<file path="src/rtl/mem_router.sv">
// mem_router: address-decoding request router. One upstream request stream
// goes out to CNT downstream ports, and their responses come back in request
// order. A small FIFO of target indices (tags) keeps that order.
// Optional feature macro: MEM_ROUTER_DECERR_EN. When it is defined,
// out-of-range selects are answered locally with DECERR_DATA. When it is not
// defined, they are routed to the last slave.
module mem_router #(
   parameter int unsigned           CNT         = 2,
   parameter int unsigned           QUEUE_DEPTH = 4,
   parameter int unsigned           ADDR_WIDTH  = 32,
   parameter int unsigned           DATA_WIDTH  = 32,
   parameter int unsigned           SEL_LSB     = 28,
   parameter logic [DATA_WIDTH-1:0] DECERR_DATA = 32'hDEADBEEF
) (
   input  logic                                 clk_i,
   input  logic                                 rst_i,
   // upstream request
   input  logic                                 master_req_valid_i,
   output logic                                 master_req_ready_o,
   input  logic [ADDR_WIDTH-1:0]                master_req_data_i,
   // upstream response
   output logic                                 master_resp_valid_o,
   input  logic                                 master_resp_ready_i,
   output logic [DATA_WIDTH-1:0]                master_resp_data_o,
   // downstream requests
   output logic [CNT-1:0]                       slave_req_valid_o,
   input  logic [CNT-1:0]                       slave_req_ready_i,
   output logic [CNT-1:0][ADDR_WIDTH-1:0]       slave_req_data_o,
   // downstream responses
   input  logic [CNT-1:0]                       slave_resp_valid_i,
   output logic [CNT-1:0]                       slave_resp_ready_o,
   input  logic [CNT-1:0][DATA_WIDTH-1:0]       slave_resp_data_i,
   // FIFO occupancy
   output logic [$clog2(QUEUE_DEPTH+1)-1:0]     outstanding_o
);

   localparam int unsigned SW = $clog2(CNT);
   localparam int unsigned PW = (QUEUE_DEPTH > 1) ? $clog2(QUEUE_DEPTH) : 1;
   localparam int unsigned CW = $clog2(QUEUE_DEPTH + 1);

   // tag FIFO state
   logic [SW-1:0] tag_idx_q [QUEUE_DEPTH];
`ifdef MEM_ROUTER_DECERR_EN
   logic          tag_err_q [QUEUE_DEPTH];
`endif
   logic [PW-1:0] wr_ptr_q, wr_ptr_d;
   logic [PW-1:0] rd_ptr_q, rd_ptr_d;
   logic [CW-1:0] count_q, count_d;

   logic          full, empty;
   logic [SW-1:0] sel_idx, route_idx, head_idx;
   logic          in_range, decerr_req, head_err;
   logic          req_fire, resp_fire;

   assign full  = (count_q == CW'(QUEUE_DEPTH));
   assign empty = (count_q == '0);

   // decode
   assign sel_idx   = master_req_data_i[SEL_LSB +: SW];
   assign in_range  = (32'(sel_idx) < CNT);
   assign route_idx = in_range ? sel_idx : SW'(CNT - 1);
   assign head_idx  = tag_idx_q[rd_ptr_q];

`ifdef MEM_ROUTER_DECERR_EN
   assign decerr_req = !in_range;
   assign head_err   = tag_err_q[rd_ptr_q];
`else
   assign decerr_req = 1'b0;
   assign head_err   = 1'b0;
   logic unused_decerr;
   assign unused_decerr = ^DECERR_DATA;
`endif

   // the address goes to every port unchanged; only valid is steered
   assign slave_req_data_o = {CNT{master_req_data_i}};

   assign outstanding_o = rst_i ? '0 : count_q;

   // request steering: only the decoded slave sees valid, and nothing is offered when full
   always_comb begin
      slave_req_valid_o  = '0;
      master_req_ready_o = 1'b0;
      if (!rst_i && !full) begin
         if (decerr_req) begin
            master_req_ready_o = 1'b1;
         end else begin
            slave_req_valid_o[route_idx] = master_req_valid_i;
            master_req_ready_o           = slave_req_ready_i[route_idx];
         end
      end
   end

   // response selection: only the slave named by the head tag is connected upstream
   always_comb begin
      master_resp_valid_o = 1'b0;
      master_resp_data_o  = '0;
      slave_resp_ready_o  = '0;
      if (!rst_i && !empty) begin
         if (head_err) begin
            master_resp_valid_o = 1'b1;
            master_resp_data_o  = DECERR_DATA;
         end else begin
            master_resp_valid_o          = slave_resp_valid_i[head_idx];
            master_resp_data_o           = slave_resp_data_i[head_idx];
            slave_resp_ready_o[head_idx] = master_resp_ready_i;
         end
      end
   end

   assign req_fire  = master_req_valid_i && master_req_ready_o;
   assign resp_fire = master_resp_valid_o && master_resp_ready_i;

   // next pointer and count values for push/pop
   always_comb begin
      wr_ptr_d = wr_ptr_q;
      rd_ptr_d = rd_ptr_q;
      count_d  = count_q;
      if (req_fire)
         wr_ptr_d = (wr_ptr_q == PW'(QUEUE_DEPTH - 1)) ? '0 : wr_ptr_q + 1'b1;
      if (resp_fire)
         rd_ptr_d = (rd_ptr_q == PW'(QUEUE_DEPTH - 1)) ? '0 : rd_ptr_q + 1'b1;
      if (req_fire && !resp_fire)
         count_d = count_q + 1'b1;
      else if (!req_fire && resp_fire)
         count_d = count_q - 1'b1;
   end

   // pointer and count registers; reset drops every in-flight tag
   always_ff @(posedge clk_i) begin
      if (rst_i) begin
         wr_ptr_q <= '0;
         rd_ptr_q <= '0;
         count_q  <= '0;
      end else begin
         wr_ptr_q <= wr_ptr_d;
         rd_ptr_q <= rd_ptr_d;
         count_q  <= count_d;
      end
   end

   // tag storage; entries are only read when the count says they are valid
   always_ff @(posedge clk_i) begin
      if (req_fire) begin
         tag_idx_q[wr_ptr_q] <= route_idx;
`ifdef MEM_ROUTER_DECERR_EN
         tag_err_q[wr_ptr_q] <= decerr_req;
`endif
      end
   end

endmodule

</file>
<file path="config.mk">
export PLATFORM = sky130hd
export DESIGN_NAME = mem_router
export DESIGN_NICKNAME = d
export VERILOG_FILES = /design/src/rtl/mem_router.sv
export SDC_FILE = /design/constraint.sdc
export NUM_CORES = 1
export LEC_CHECK = 0
export CAP_MARGIN = 10
export CORE_ASPECT_RATIO = 0.8
export CORE_UTILIZATION = 27
export CTS_BUF_LIST = sky130_fd_sc_hd__clkbuf_4 sky130_fd_sc_hd__clkbuf_8
export CTS_CLUSTER_SIZE = 25
export DETAILED_ROUTE_END_ITERATION = 8
export PLACE_DENSITY_LB_ADDON = 0.2
export SYNTH_ARGS = -nofsm -noshare
export SYNTH_HDL_FRONTEND = slang
export SYNTH_SLANG_ARGS = --single-unit
export TNS_END_PERCENT = 20
</file>
<file path="constraint.sdc">
create_clock -name clk_i -period 3.7 [get_ports clk_i]
set_input_delay 0.37 -clock clk_i [delete_from_list [all_inputs] [get_ports clk_i]]
set_output_delay 0.37 -clock clk_i [all_outputs]
set_load 0.01 [all_outputs]
</file>
After elaboration in Yosys (flattened, before gate mapping)
Memory sizes are Yosys's and may differ from the RTL's. A register that Yosys moved wholly into a read port is not among the register bits.
Cells that the tools add are included.
{"block": "op_classes", "addsub": 4, "magnitude_cmp": 4, "eq_ne": 3, "n_mux": 24, "n_bitwise": 2, "n_reduce_logical": 15}
{"operator": "32-bit 2-to-1 mux", "n": 3}
{"operator": "2-bit 2-to-1 mux", "n": 6}
{"operator": "1-bit 2-to-1 mux", "n": 10}
{"operator": "3-bit 2-to-1 mux", "n": 3}
{"operator": "1-bit logical AND", "n": 8}
{"operator": "1-bit logical NOT", "n": 5}
{"operator": "2-bit by 1-bit adder with 2-bit output, second input constant", "n": 2}
{"operator": "2-bit bitwise AND", "n": 2}
{"operator": "2-bit == test, second input constant", "n": 2}
{"operator": "1-bit by 2-bit < comparator with 1-bit output, second input constant", "n": 2}
{"operator": "3-bit by 1-bit adder with 3-bit output, second input constant", "n": 1}
{"operator": "3-bit == test, second input constant", "n": 1}
{"operator": "3-bit logical NOT", "n": 1}
{"operator": "3-bit by 1-bit subtractor with 3-bit output, second input constant", "n": 1}
{"operator": "1-bit demux with 1-bit select", "n": 2}
{"operator": "1-bit greater-or-equal comparator, second input constant", "n": 2}
{"operator": "2-bit nonzero test", "n": 1}
{"block": "word_totals", "register_bits": 7, "mem_bits_rw": 4, "elab_cells": 56, "mem_count": 1}
{"memory": "tag_idx_q", "depth": 4, "word_bits": 1, "read_ports": 1, "rd_ports_with_merged_regs": 1, "write_ports": 1, "line": "42", "source": "logic [SW-1:0] tag_idx_q [QUEUE_DEPTH];"}

Logic depth before layout (Yosys ltp)
Gate-level depths: netlist (run 1).
{"block": "depth", "word_depth": 9, "mapped_depth": 10, "depth_no_buf": 9}

Least setup slack after synthesis (run 1)
OpenSTA, ideal clock, no wires.
{"block": "synth_path", "path_type": "register -> register", "startpoint": "register with a tool-made name", "endpoint": "register count_q[2]", "setup_time_ns": 0.071, "arrival_ns": 2.490, "setup_slack_ns": 1.139, "path_stages_with_launch": 11, "period_less_slack_ns": 2.561, "cell_sequence": "dfxtp_1 mux4_2 buf_4 mux2i_2 or2_4 ha_1 inv_1 fa_1 xor2_1 or3_1 a21oi_1"}
{"item": "end signal: assignment", "line": "137", "source": "count_q <= count_d;"}
{"item": "end: declaration", "line": "48", "source": "logic [CW-1:0] count_q, count_d;"}

Final worst setup path (run 1)
{"block": "layout_path", "startpoint": "register count_q[0]", "endpoint": "output port master_resp_data_o[26]"}
{"block": "layout_via", "elab_chain_len": 4}
{"item": "3-bit logical NOT", "line": "56", "source": "assign empty = (count_q == '0);"}
{"item": "1-bit logical NOT", "line": "98", "source": "if (!rst_i && !empty) begin"}
{"item": "1-bit logical AND", "line": "98"}
{"item": "32-bit 2-to-1 mux", "line": "98"}
{"item": "end: declaration", "line": "24", "source": "output logic [DATA_WIDTH-1:0] master_resp_data_o,"}
Every way passes these cells.

==> results of run 1 <==
==> area by class of cell <==
type                            count  area, sq um
Inverter                            4        15.01
Sequential cell                    13        300.3
Fill cell                         618         3477
Clock buffer                        4        48.80
Timing Repair Buffer              117         1166
Multi-Input combinational cell    148        834.6
Tap cell                           81        101.3
==> layer usage <==
layer / up-vias / share of wire (%)
met5: - / 0
met4: 0 / 1.3
met3: 8 / 9.4
met2: 75 / 50
met1: 729 / 39
li1: 799 / -
==> report_power, final <==
group	internal, uW	total (uW)	switching [uW]
clock network	83.2	130	47.1
logic	160	274	114
registers	154	163	9.04
total	397	567	170
==> logic make-up after synthesis <==
| logic type | Yosys count | synth area share, % |
|---|---|---|
| fa+ha+maj | 7 | 5.663 |
| mux | 10 | 7.302 |
| compound gates | 38 | 12.67 |
| xor+xnor | 2 | 1.043 |
| flops | 13 | 17.88 |
| buf+inv | 80 | 32.41 |
| simple gates | 91 | 23.03 |
==> path summary, 6_finish.rpt <==
path	depth (start not counted)	endpoint	slack (ps)	from
setup / recovery	4	master_resp_data_o[26]	840	count_q[0]
hold / removal	2	rd_ptr_q[0]	530	rd_ptr_q[0]
setup reg to reg	9	count_q[2]	1040	tag_idx_q[3]
hold reg to reg	2	rd_ptr_q[0]	530	rd_ptr_q[0]
==> per-stage QoR <==
step	hold slack, ps	instance area, sq um	setup slack, ps	cells
global placement	512.4	2417	781.5	363
detailed placement	528.0	2417	698.3	363
finish	529.4	2466	841.8	367
CTS	539.3	2466	725.5	367
floorplan	468.9	1679	1139	241
global route	592.8	2466	637.2	367
==> worst max-delay path: stages (launching register included) <==
cell and delay (ps):
dfxtp_1 360, nor3_1 280, or2_1 920, a21oi_1 120, clkdlybuf4s50_1 550
==> cells in the final DEF (no fill, tap or decap), drive strengths merged <==
master,instances
xor2,2
inv,4
or2,2
or3b,1
clkdlybuf4s50,115
edfxtp,4
nand2,65
o21ai,2
nor3,1
nor2,10
or4,1
clkbuf,4
ha,6
and2,4
dfxtp,9
buf,2
mux2,2
mux2i,7
or3,1
fa,1
a2111oi,1
a21oi,35
and3,1
nor2b,5
mux4,1
==> synthesized netlist by cell type (2+ instances only) <==
cell / n / area [sq um]
a21oi_1: 35 / 175.2
and2_1: 4 / 25.02
buf_4: 65 / 488.0
clkbuf_1: 11 / 41.29
dfxtp_1: 9 / 180.2
edfxtp_1: 4 / 120.1
ha_1: 6 / 75.07
inv_1: 4 / 15.01
mux2i_1: 6 / 60.06
nand2_1: 65 / 244.0
nor2_1: 10 / 37.54
nor2b_1: 5 / 31.28
o21ai_0: 2 / 10.01
xor2_1: 2 / 17.52
==> qor.csv, run 1 <==
metric;value;unit
P_leak;0.0009449;uW
CP Data Arrival Time;2490;ps
post_cts resized;0;
fmax;349.9;MHz
vias in the first global route;1462;
routed wire length;5016;um
Die W;90.17;um
drt first-iter violations;26;
Avg Cell Area, Syn;6.967;sq um
Ports;209;
Post-DP HPWL;3958;um
Rows;25;
root buffer cell;clkbuf_8;
crit-path max FO;33;
CORE AREA;5943;sq um
most used flip-flop cell after synthesis;dfxtp_1;
status;complete, no violations;
first-pass GRT wire length;7479;um
die area;6540;sq um
routability cong.;0.7348;
total grt overflow;0;
clock skew;0.5196;ps
synthesized cell area;1679;sq um
CTS tree;built;
Max clock buf depth;2;
Least-Margin Pin Slew;1177;ps
crit path time final;2858;ps
Via density;4.390;
final-report hold violation count;0;
max-slew violations;0;
DR pass1 iterations;4;
number of diodes;0;
Die Span Y;72.54;um
final setup TNS;0;ps
grt peak-use layer;met2;
initial cell density of the core;28.25;%
Synth async-reset ratio;0;%
initial antenna violation count;0;
Post-CTS Setup Inserts;0;
met2 usage;23.32;%
Yosys warnings;0;
post-route ant nets;0;
clock-pin slew on the worst setup and hold paths;50;ps
Mapped Cells;241;
Seq/Total Area, Yosys;17.88;%
VDD IR max;0.1663;mV
startpoint types;flop;
share of cells above drive strength 1;4.196;%
Hold Buf Count CTS;0;
fin util;41.49;%
GR Util met3;6.604;%
H-tree levels;1;
drt drc;0;
clock sink count;13;
Clk Latency, worst-skew pair;240;ps
P&R area growth vs syn;46.87;%
relative slew slack;21.53;%
Critical Path End Type;output port;
RSZ-0062 raised after global routing;no;
met1 GRT Util;16.69;%
areal power density over the cells;229.9;nW/um^2
Setup CP Type;flop to output port;
Avg WL per Cell;13.67;um
number of synthesized flops with an enable pin;4;
Max-Cap Viols;0;
Synth Net Count;352;
Hold WC Path Type;flop to flop;
Port Buffers;115;
vias;1611;
crit share post-route;77.25;%
Yosys reg bits;13;
Design Power;567.0;uW
largest net degree at the start of global routing;34;
Final #Nets;398;
total CTS buffers;3;
GRT Util Overall;14.28;%
Cell variety after synth;27;
Critical Path RT;3330;ps
# setup viols final;0;
Note: power is estimated with default switching activity, not from simulation.
==> run 2: changes to the inputs <==
Clock period 3.7 ns to 2.9 ns, I/O delays scaled along.
==> run 2 against run 1 <==
  * Worst hold slack worse by 2.3 ps
  * Worst setup slack worse by 570 ps
  * Die area stayed put
  * Sequential share of layout area is 0.28 points lower
  * Global-route usage is 0.17 points higher
  * Non-clock buffer count is 6 higher
  * Largest power group unchanged
  * Highest routed layer unchanged
==> qor.csv, run 2 (synthesized netlist as in run 1, its figures left out) <==
metric;value;unit;change
first-pass GRT wire length;7486;um;was 7479 um
critical path's slowest cell;mux4_2;;was or2_1
Final #Nets;404;;was 398
H-tree levels;1;;unchanged
post_cts resized;0;;unchanged
CP Buf/Inv Count;1;;unchanged
die area;6540;sq um;unchanged
post-route ant nets;0;;unchanged
Least-Margin Pin Slew;541.0;ps;was 1177 ps
fmax;380.8;MHz;
status;complete, no violations;;unchanged
worst r2r src;tag_idx_q[0];;was tag_idx_q[3]
CP Cell Sequence;mux4_2 -> mux2i_2 -> or2_4 -> ha_1 -> inv_1 -> fa_1 -> xor2_1 -> or3_1 -> a21oi_1;;was nor3_1 -> or2_1 -> a21oi_1 -> clkdlybuf4s50_1
crit path time final;2626;ps;
Die Span Y;72.54;um;unchanged
crit share post-route;90.56;%;
Max clock buf depth;2;;unchanged
CTS tree;built;;unchanged
clock-pin slew on the worst setup and hold paths;50;ps;about the same
Ports;209;;unchanged
fin util;42.46;%;was 41.49%
DR pass1 iterations;4;;unchanged
number of diodes;0;;unchanged
clock sink count;13;;unchanged
Reg2Reg Setup Slack;270;ps;was 1040 ps
R2R depth;9;;unchanged
final-report hold violation count;0;;unchanged
Rows;25;;unchanged
Via density;4.327;;was 4.390
CP Data Arrival Time;2800;ps;was 2490 ps
startpoint types;flop;;unchanged
Worst path max stage delay;510;ps;was 920 ps
most common cell after layout, fill and taps aside;clkdlybuf4s50_1;;unchanged
hold path endpoint;rd_ptr_q[0];;unchanged
P_leak;0.0009792;uW;was 0.0009449 uW
critical path's top delay family;multiplexers;;was simple AND/OR/NAND/NOR gates
Hold WC Path Type;flop to flop;;unchanged
hold_sp;rd_ptr_q[0];;unchanged
vias;1614;;was 1,611
routability cong.;0.7062;;was 0.7348
RSZ-0062 raised after global routing;no;;unchanged
root buffer cell;clkbuf_8;;unchanged
non-filler cells, final;373;;was 367
Critical Path End Type;flop;;was output port
final setup TNS;0;ps;unchanged
total placed cells including tap cells;369;;was 363
drt first-iter violations;61;;was 26
Design Power;742.7;uW;was 567.0 uW
Avg WL per Cell;13.35;um;was 13.67 um
crit-path max FO;4;;was 33
max-slew violations;0;;unchanged
FF-to-FF End;count_q[2];;unchanged
P&R area growth vs syn;50.30;%;was 46.87%
Die W;90.17;um;unchanged
GRT Util Overall;14.45;%;was 14.28%
Critical Path RT;3080;ps;was 3330 ps
clock skew;3.059;ps;was 0.5196 ps
most frequent cells in the layout;clkdlybuf4s50_1, nand2_1, a21oi_1;;unchanged
relative slew slack;63.93;%;was 21.53%
Clk Latency, worst-skew pair;240;ps;about the same
total grt overflow;0;;unchanged
areal power density over the cells;294.3;nW/um^2;was 229.9 nW/um^2
Max-Cap Viols;0;;unchanged
hold depth;2;;unchanged
drt drc;0;;unchanged
total CTS buffers;3;;unchanged
largest net degree at the start of global routing;34;;unchanged
pre-CTS setup slack;222.8;ps;was 698.3 ps
Post-CTS Setup Inserts;0;;unchanged
Post-DP HPWL;3977;um;was 3958 um
final worst slack;273.7;ps;was 841.8 ps
share of cells above drive strength 1;6.164;%;was 4.196%
Hold Buf Count CTS;0;;unchanged
initial antenna violation count;0;;unchanged
initial cell density of the core;28.25;%;unchanged
Port Buffers;115;;unchanged
Setup CP Type;flop to flop;;was flop to output port
# setup viols final;0;;unchanged
VDD IR max;0.2176;mV;was 0.1663 mV
CORE AREA;5943;sq um;unchanged
routed wire length;4978;um;was 5016 um
vias in the first global route;1465;;was 1,462
-- run 2: metrics by stage --
step | cell area (sq um) | hold WS, ps
6_report | 2524 | 527.1
5_1_grt | 2524 | 562.0
4_1_cts | 2524 | 526.7
3_5_place_dp | 2475 | 519.6
3_3_place_gp | 2475 | 527.1
2_1_floorplan | 1679 | 388.9
-- run 2: worst max path at each step --
stage	from	endpoint	slack, ps	cells after the start
6_report	tag_idx_q[0]	count_q[2]	270	9
5_1_grt	tag_idx_q[0]	count_q[2]	90	9
4_1_cts	flop	master_resp_data_o[31]	260	6
3_5_place_dp	rst_i	count_q[2]	220	9
3_3_place_gp	rst_i	count_q[2]	300	9
2_1_floorplan	flop	count_q[2]	340	10
-- run 2: where the power goes --
part,internal [uW],switching (uW)
registers,196,11.7
logic,218,148
clock network,106,62.7
-- run 2: layout make-up --
type	instances	area (sq um)
Clock buffer	4	48.80
Inverter	4	15.01
Multi-Input combinational cell	148	834.6
Sequential cell	13	300.3
Tap cell	81	101.3
Fill cell	621	3420
Timing Repair Buffer	123	1224
-- run 2: worst register-to-register path: stages (launching register included) --
cell	delay (ps)
edfxtp_1	400
mux4_2	510
mux2i_2	270
or2_4	180
ha_1	170
inv_1	70
fa_1	370
xor2_1	150
or3_1	300
a21oi_1	140
-- run 2: per-layer routing --
layer,wire (um),vias to the layer above,global-route usage [%]
met1,2026,718,17.91
met4,55,0,5.376
met2,2460,77,22.73
met3,434,8,5.765
met5,0,-,0
li1,-,811,-
